### src/rtl/stopwatch_core.sv
// Stopwatch timekeeping: button conditioning, 10 ms prescaler, 4-digit BCD count
// and the idle/run/pause/full sequencer feeding the display stage.
module stopwatch_core #(
    parameter int unsigned TICK_DIV        = 1_000_000,
    parameter int unsigned DEBOUNCE_CYCLES = 1_000_000
) (
    input  logic       clk,
    input  logic       reset,
    input  logic       start_btn,
    input  logic       clear_btn,
    output logic [3:0] s0,
    output logic [3:0] s1,
    output logic [3:0] s2,
    output logic [3:0] s3,
    output logic       running,
    output logic       full
);

    localparam int unsigned PS_W = (TICK_DIV > 1) ? $clog2(TICK_DIV) : 1;
    localparam int unsigned DB_W = (DEBOUNCE_CYCLES > 0) ? $clog2(DEBOUNCE_CYCLES + 1) : 1;
    localparam logic [PS_W-1:0] PS_MAX = PS_W'(TICK_DIV - 1);
    localparam logic [DB_W-1:0] DB_MAX = DB_W'(DEBOUNCE_CYCLES);

    localparam logic [1:0] IDLE   = 2'd0;
    localparam logic [1:0] RUN    = 2'd1;
    localparam logic [1:0] PAUSED = 2'd2;
    localparam logic [1:0] FULL   = 2'd3;

    logic [1:0] btn_raw;
    logic [1:0] press_c;

    assign btn_raw = {clear_btn, start_btn};

    // Per button: 2-flop synchronizer, stability counter, rising-edge press pulse.
    for (genvar b = 0; b < 2; b++) begin : g_btn
        logic            sync1_q, sync1_d;
        logic            sync2_q, sync2_d;
        logic            acc_q, acc_d;
        logic            acc_prev_q, acc_prev_d;
        logic [DB_W-1:0] cnt_q, cnt_d;

        always_comb begin
            sync1_d    = btn_raw[b];
            sync2_d    = sync1_q;
            acc_d      = acc_q;
            acc_prev_d = acc_q;
            cnt_d      = '0;
            if (sync2_q != acc_q) begin
                if (cnt_q == DB_MAX) begin
                    acc_d = sync2_q;
                end else begin
                    cnt_d = cnt_q + DB_W'(1);
                end
            end
        end

        always_ff @(posedge clk or negedge reset) begin
            if (!reset) begin
                sync1_q    <= 1'b0;
                sync2_q    <= 1'b0;
                acc_q      <= 1'b0;
                acc_prev_q <= 1'b0;
                cnt_q      <= '0;
            end else begin
                sync1_q    <= sync1_d;
                sync2_q    <= sync2_d;
                acc_q      <= acc_d;
                acc_prev_q <= acc_prev_d;
                cnt_q      <= cnt_d;
            end
        end

        assign press_c[b] = acc_q & ~acc_prev_q;
    end

    logic             start_press_c;
    logic             clear_press_c;
    logic [1:0]       state_q, state_d;
    logic [PS_W-1:0]  ps_q, ps_d;
    logic [3:0][3:0]  dig_q, dig_d;
    logic [3:0][3:0]  dig_inc_c;
    logic             running_q, running_d;
    logic             full_q, full_d;
    logic             tick_c;
    logic             last_c;

    assign start_press_c = press_c[0];
    assign clear_press_c = press_c[1];
    assign tick_c        = (state_q == RUN) && (ps_q == PS_MAX);
    assign last_c        = (dig_q == 16'h9998);

    // BCD ripple increment with same-cycle carry across all four digits.
    always_comb begin
        logic carry;
        carry     = 1'b1;
        dig_inc_c = dig_q;
        for (int i = 0; i < 4; i++) begin
            if (carry) begin
                if (dig_q[i] == 4'd9) begin
                    dig_inc_c[i] = 4'd0;
                end else begin
                    dig_inc_c[i] = dig_q[i] + 4'd1;
                    carry        = 1'b0;
                end
            end
        end
    end

    always_comb begin
        state_d = state_q;
        ps_d    = ps_q;
        dig_d   = dig_q;
        case (state_q)
            IDLE: begin
                if (clear_press_c) begin
                    ps_d  = '0;
                    dig_d = '0;
                end else if (start_press_c) begin
                    state_d = RUN;
                end
            end
            RUN: begin
                ps_d = tick_c ? '0 : ps_q + PS_W'(1);
                if (tick_c) begin
                    dig_d = dig_inc_c;
                end
                // Reaching 99.99 takes priority over a coincident start press.
                if (tick_c && last_c) begin
                    state_d = FULL;
                end else if (start_press_c) begin
                    state_d = PAUSED;
                end
            end
            PAUSED: begin
                if (clear_press_c) begin
                    state_d = IDLE;
                    ps_d    = '0;
                    dig_d   = '0;
                end else if (start_press_c) begin
                    state_d = RUN;
                end
            end
            FULL: begin
                if (clear_press_c) begin
                    state_d = IDLE;
                    ps_d    = '0;
                    dig_d   = '0;
                end
            end
            default: begin
                state_d = IDLE;
            end
        endcase
        running_d = (state_d == RUN);
        full_d    = (state_d == FULL);
    end

    always_ff @(posedge clk or negedge reset) begin
        if (!reset) begin
            state_q   <= IDLE;
            ps_q      <= '0;
            dig_q     <= '0;
            running_q <= 1'b0;
            full_q    <= 1'b0;
        end else begin
            state_q   <= state_d;
            ps_q      <= ps_d;
            dig_q     <= dig_d;
            running_q <= running_d;
            full_q    <= full_d;
        end
    end

    assign s0      = dig_q[0];
    assign s1      = dig_q[1];
    assign s2      = dig_q[2];
    assign s3      = dig_q[3];
    assign running = running_q;
    assign full    = full_q;

endmodule

### config.mk
export PLATFORM = sky130hd
export DESIGN_NAME = stopwatch_core
export DESIGN_NICKNAME = d
export VERILOG_FILES = /design/src/rtl/stopwatch_core.sv
export SDC_FILE = /design/constraint.sdc
export NUM_CORES = 1
export LEC_CHECK = 0
export CORE_UTILIZATION = 59
export DETAILED_ROUTE_END_ITERATION = 8
export PLACE_DENSITY = 0.79
export RECOVER_POWER = 50
export SYNTH_ARGS = -nofsm -noshare
export SYNTH_HDL_FRONTEND = slang
export SYNTH_SLANG_ARGS = --single-unit
### constraint.sdc
create_clock -name clk -period 3.5 [get_ports clk]
set_input_delay 0.875 -clock clk [delete_from_list [all_inputs] [get_ports clk]]
set_output_delay 0.875 -clock clk [all_outputs]
set_load 0.01 [all_outputs]
==> results of run 1 <==
==> power by group <==
group	internal [uW]	leakage [uW]	switching (uW)	total [uW]
Clock	443	0.000113	363	806
Combinational	10.5	0.000898	33.7	44.2
Sequential	1020	0.00122	9.39	1030
Total	1480	0.00223	406	1880
==> worst max-delay path: stages, from the launching register on <==
cell,delay [ns]
dfrtp_1,0.43
nor2b_1,0.21
clkbuf_1,0.68
nor2_1,0.08
clkbuf_1,0.48
a21oi_1,0.43
mux2_2,0.38
==> logic make-up (layout without fill, tap and decap cells) <==
| logic type | after synthesis | in the layout | synth area share (%) |
|---|---|---|---|
| simple gates | 245 | 245 | 28.2 |
| buf+inv | 31 | 57 | 2.54 |
| fa+ha+maj | 11 | 11 | 2.98 |
| flops | 88 | 88 | 47.6 |
| mux | 7 | 7 | 1.62 |
| compound gates | 67 | 67 | 9.47 |
| xor+xnor | 40 | 40 | 7.58 |
==> routing by layer <==
| metal | wire length [um] | track usage (%) |
|---|---|---|
| met1 | 4180 | 30.9 |
| met2 | 4530 | 39.8 |
| met3 | 353 | 5.05 |
| met4 | 172 | 9.54 |
| met5 | 0 | 0 |
==> cell type report <==
class                      instances  area, um^2
sequential                        88        2200
tap                               99         124
timing repair buffer              24         220
clock buffer                      12         155
clock inverter                     4        76.3
inverter                          17        63.8
multi-input combinational        370        2300
fill                             566        2260
==> worst paths after layout <==
| kind | startpoint | endpoint | slack, ns | depth (start not counted) |
|---|---|---|---|---|
| setup reg to reg | state_q[0]$_DFF_PN0_ | s1[0]$_DFFE_PN0P_ | 0.71 | 6 |
| hold reg to reg | g_btn[0].sync1_q$_DFF_PN0_ | g_btn[0].sync2_q$_DFF_PN0_ | 0.35 | 0 |
| hold / removal | g_btn[0].sync1_q$_DFF_PN0_ | g_btn[0].sync2_q$_DFF_PN0_ | 0.35 | 0 |
| min in group asynchronous | reset | ps_q[4]$_DFFE_PN0P_ | 1.12 | 1 |
| setup / recovery | state_q[0]$_DFF_PN0_ | s1[0]$_DFFE_PN0P_ | 0.71 | 6 |
| max in group asynchronous | reset | s0[1]$_DFFE_PN0P_ | 1.09 | 1 |
==> sequential cells by signal (all words and copies together) (netlist names), 2 cells and up <==
name              count
g_btn.cnt_q          40
ps_q                 20
s0                    4
s1                    4
s2                    4
s3                    4
g_btn.acc_prev_d      2
g_btn.acc_prev_q      2
g_btn.sync1_q         2
g_btn.sync2_q         2
state_q               2
==> through the flow <==
step | total power [uW] | setup WS (ns) | hold slack (ns)
after floorplan | 1070 | 1.41 | 0.331
after global placement | 1100 | 1.11 | 0.339
after detailed placement | 1100 | 1.05 | 0.339
after CTS | 1900 | 1.03 | 0.355
final | 1880 | 0.706 | 0.353
after global routing | 1950 | 0.497 | 0.364
==> cell usage after synthesis, drive strengths merged (4+ instances only) <==
cell / number
a21o: 8
a21oi: 13
a31oi: 8
and3: 11
and4: 11
clkbuf: 12
dfrtp: 88
ha: 11
inv: 17
mux2: 4
nand2: 51
nand2b: 9
nand3: 32
nand3b: 5
nand4: 15
nor2: 61
nor2b: 4
nor3: 13
nor4: 9
nor4b: 5
o21ai: 15
or2: 5
xnor2: 17
xor2: 23
==> impl_metrics.yaml, run 1 <==
run_status:
  status: "finished, violations left"
  violations: "capacitance limit, slew limit"
clocking:
  cts_tree: "built"
  cts_inserted_buffers: 9
  h-tree-depth: 3
  clock_tree.root_cell: "clkbuf_8"
  clk_pin_slew_worst_paths_ns: 0.08
  cts.sinks: 88
  hold_buffers: 0
  clock_path_buffers: 2
  ctsResizeCount: 0
  insertion_delay_ns: 0.37
  postCtsSetupBuffers: 0
routing:
  num_vias: 3630
  wirelength_um: 9230
  drtPass1Iterations: 4
  viasPerCell: 5.91
  postRouteAntennaNets: 0
  drtIter0Drc: 257
  drc_errors: 0
  post_drt_wl_per_cell_um: 15.0
sta:
  rsz0062_at_grt: "false"
  relSlewSlack_pct: -45.0
  hold_viol: 0
  clock.fmax_ghz: 0.358
  finClkSkew_ns: 0.0103
  setup_tns_ns: 0
  drv_slew: 89
  worstMarginPinSlew_ns: 2.18
  period_share_pct: 79.8
  setup_viol: 0
  period_needed_ns: 2.79
synth:
  ys_types: 57
  syn_area_um2: 4620
  yosys.area.top_type: "dfrtp_1"
  syn_avg_cell_area_um2: 9.45
  syn_nets: 504
  postSynth.asyncResetShare_pct: 100
  synth-seq-cells: 88
  synth_edf_count: 0
  synth_cells: 489
  synth.top_cell.area_share_pct: 47.6
  ys_seq_area_share_pct: 47.6
  synth_flop_cell: "dfrtp_1"
  synth_area_leaders: "dfrtp_1, nor2_1, xor2_1, nand2_1, nand3_1"
  ys_warn_count: 0
global_route:
  grt_max_degree: 89
  grt_pass1_vias: 3379
  grt-ovfl-total: 0
  grt_pass1_wl_um: 15700
  grt.total_usage_pct: 24.1
  antenna_found_initial: 0
placement:
  port_buffers: 21
  dpl_cell_area_um2: 4920
  gp_congestion: 0.823
  dp_cells: 598
  hpwl_um: 6030
cells_and_area:
  final_cells: 614
  final_cell_area_um2: 5140
  diodes: 0
  nets: 525
  layout_commonest_cell: "dfrtp_1"
  area_growth_pct: 11.3
  drive_gt1_share_pct: 6.41
  final_cell_mix: "dfrtp_1, nor2_1, nand2_1"
  finalCoreUtilization_pct: 69.4
flow_run:
  cap_violations: 1
floorplan:
  rows: 31
  ios: 22
  dieArea_um2: 8190
  die_w_um: 90.5
  core_um2: 7410
  fp.dieH_um: 90.5
  start_util_pct: 62.4
power_and_ir_drop:
  powerDensity_nw_per_um2: 366
  max-vdd-ir-drop_v: 0.000316
  p_leak_uw: 0.00223
setup_path:
  cp-end-kind: "register"
  critPathKind: "register to register"
  cp_data_arrival_time_ns: 3.05
  crit_fanout: 23
  critPathLaunchType: "register"
  required_ns: 3.76
min_path:
  hold_path_class: "register to register"
(Power assumes the default switching activity.)
==> run 2: changes to the inputs <==
==> constraint.sdc (replaced) <==
create_clock -name clk -period 2.9 [get_ports clk]
set_input_delay 0.725 -clock clk [delete_from_list [all_inputs] [get_ports clk]]
set_output_delay 0.725 -clock clk [all_outputs]
set_load 0.01 [all_outputs]
==> impl_metrics.yaml, run 2 (synthesis results as in run 1) <==
clocking:
  clk_pin_slew_worst_paths_ns: 0.10
  cts.sinks: 88
  clock_path_buffers: 2
  ctsResizeCount: 0
  hold_buffers: 0
  clock_tree.root_cell: "clkbuf_8"
  cts_inserted_buffers: 9
  cts_tree: "built"
  insertion_delay_ns: 0.37
  postCtsSetupBuffers: 0
  h-tree-depth: 3
global_route:
  grt_pass1_vias: 3578
  grt.total_usage_pct: 24.6
  antenna_found_initial: 0
  gr-max-usage-layer: "met2"
  grt-ovfl-total: 0
  grt_max_degree: 54
  grt_pass1_wl_um: 16300
  grtUsageMet1_pct: 30.8
  use_met2_pct: 42.5
  use_met3_pct: 4.63
floorplan:
  start_util_pct: 62.4
  dieArea_um2: 8190
  rows: 31
  fp.dieH_um: 90.5
  ios: 22
  die_w_um: 90.5
  core_um2: 7410
cells_and_area:
  drive_gt1_share_pct: 6.95
  top_register: "g_btn.cnt_q"
  final_cell_area_um2: 5130
  layout_commonest_cell: "dfrtp_1"
  nets: 528
  final_cell_mix: "dfrtp_1, nor2_1, nand2_1"
  finalCoreUtilization_pct: 69.3
  area_growth_pct: 11.0
  diodes: 0
  reg_top3: "g_btn.cnt_q x40, ps_q x20"
  largest_reg_flops: 40
run_status:
  violations: "capacitance limit, slew limit"
  status: "finished, violations left"
routing:
  postRouteAntennaNets: 0
  viasPerCell: 5.90
  post_drt_wl_per_cell_um: 14.9
  wirelength_um: 9190
  drc_errors: 0
  drtIter0Drc: 215
  drtPass1Iterations: 5
  num_vias: 3642
power_and_ir_drop:
  max-vdd-ir-drop_v: 0.000276
  p_leak_uw: 0.00223
  powerDensity_nw_per_um2: 413
placement:
  gp_congestion: 0.811
  dpl_cell_area_um2: 4960
  place_ws_ns: 0.690
  port_buffers: 21
  hpwl_um: 6420
sta:
  rsz0062_at_grt: "false"
  setup_tns_ns: 0
  hold_viol: 0
  worstMarginPinSlew_ns: 2.03
  relSlewSlack_pct: -35.5
  finalWorstSetupSlack_ns: 0.487
  drv_slew: 36
  period_share_pct: 83.2
  finClkSkew_ns: 0.0168
  setup_viol: 0
  period_needed_ns: 2.41
  clock.fmax_ghz: 0.414
setup_path:
  required_ns: 3.17
  critPathKind: "register to register"
  cp-end-kind: "register"
  critPathLaunchType: "register"
  crit_fanout: 10
  cp_data_arrival_time_ns: 2.68
flow_run:
  cap_violations: 1
min_path:
  hold_path_class: "register to register"
==> run 2: cell type report <==
type	instances	area, um^2
clock buffer	9	124
clock inverter	7	63.8
fill	614	2280
inverter	17	63.8
multi-input combinational	370	2300
sequential	88	2200
tap	99	124
timing repair buffer	27	258
==> run 2: worst paths after layout <==
check                                           startpoint                      endpoint  slack, ns  cells past startpoint
worst max register to register        ps_q[10]$_DFFE_PN0P_             s1[1]$_DFFE_PN0P_       0.49                      5
worst min register to register  g_btn[1].sync1_q$_DFF_PN0_    g_btn[1].sync2_q$_DFF_PN0_       0.36                      0
min in group asynchronous                            reset             s0[3]$_DFFE_PN0P_       0.92                      1
worst min-delay path            g_btn[1].sync1_q$_DFF_PN0_    g_btn[1].sync2_q$_DFF_PN0_       0.36                      0
worst max-delay path                  ps_q[10]$_DFFE_PN0P_             s1[1]$_DFFE_PN0P_       0.49                      5
max in group asynchronous                            reset  g_btn[0].cnt_q[10]$_DFF_PN0_       0.81                      1
==> run 2: through the flow <==
stage / hold slack, ns / instances / power [uW]
floorplan: 0.331 / 489 / 1290
global placement: 0.335 / 601 / 1330
detailed placement: 0.335 / 601 / 1330
CTS: 0.325 / 617 / 2130
global route: 0.376 / 617 / 2190
finish: 0.355 / 617 / 2120
==> run 2: routing by layer <==
metal	share of wire (%)	vias up
met4	1.2	0
met1	45	1763
met5	0	-
li1	-	1785
met3	3.7	12
met2	50	82
==> run 2: critical path, cell delays in order (launching register included) <==
cell and delay (ns):
dfrtp_1 0.45, or4b_4 0.56, nor2_1 0.34, nand3_2 0.28
a21oi_1 0.32, mux2_2 0.37
==> run 2: where the power goes <==
part / switching, uW / total (uW) / internal [uW] / leakage [uW]
clock: 486 / 815 / 329 / 0.0000938
combinational: 40.2 / 55.5 / 15.2 / 0.000917
sequential: 11.0 / 1250 / 1240 / 0.00122
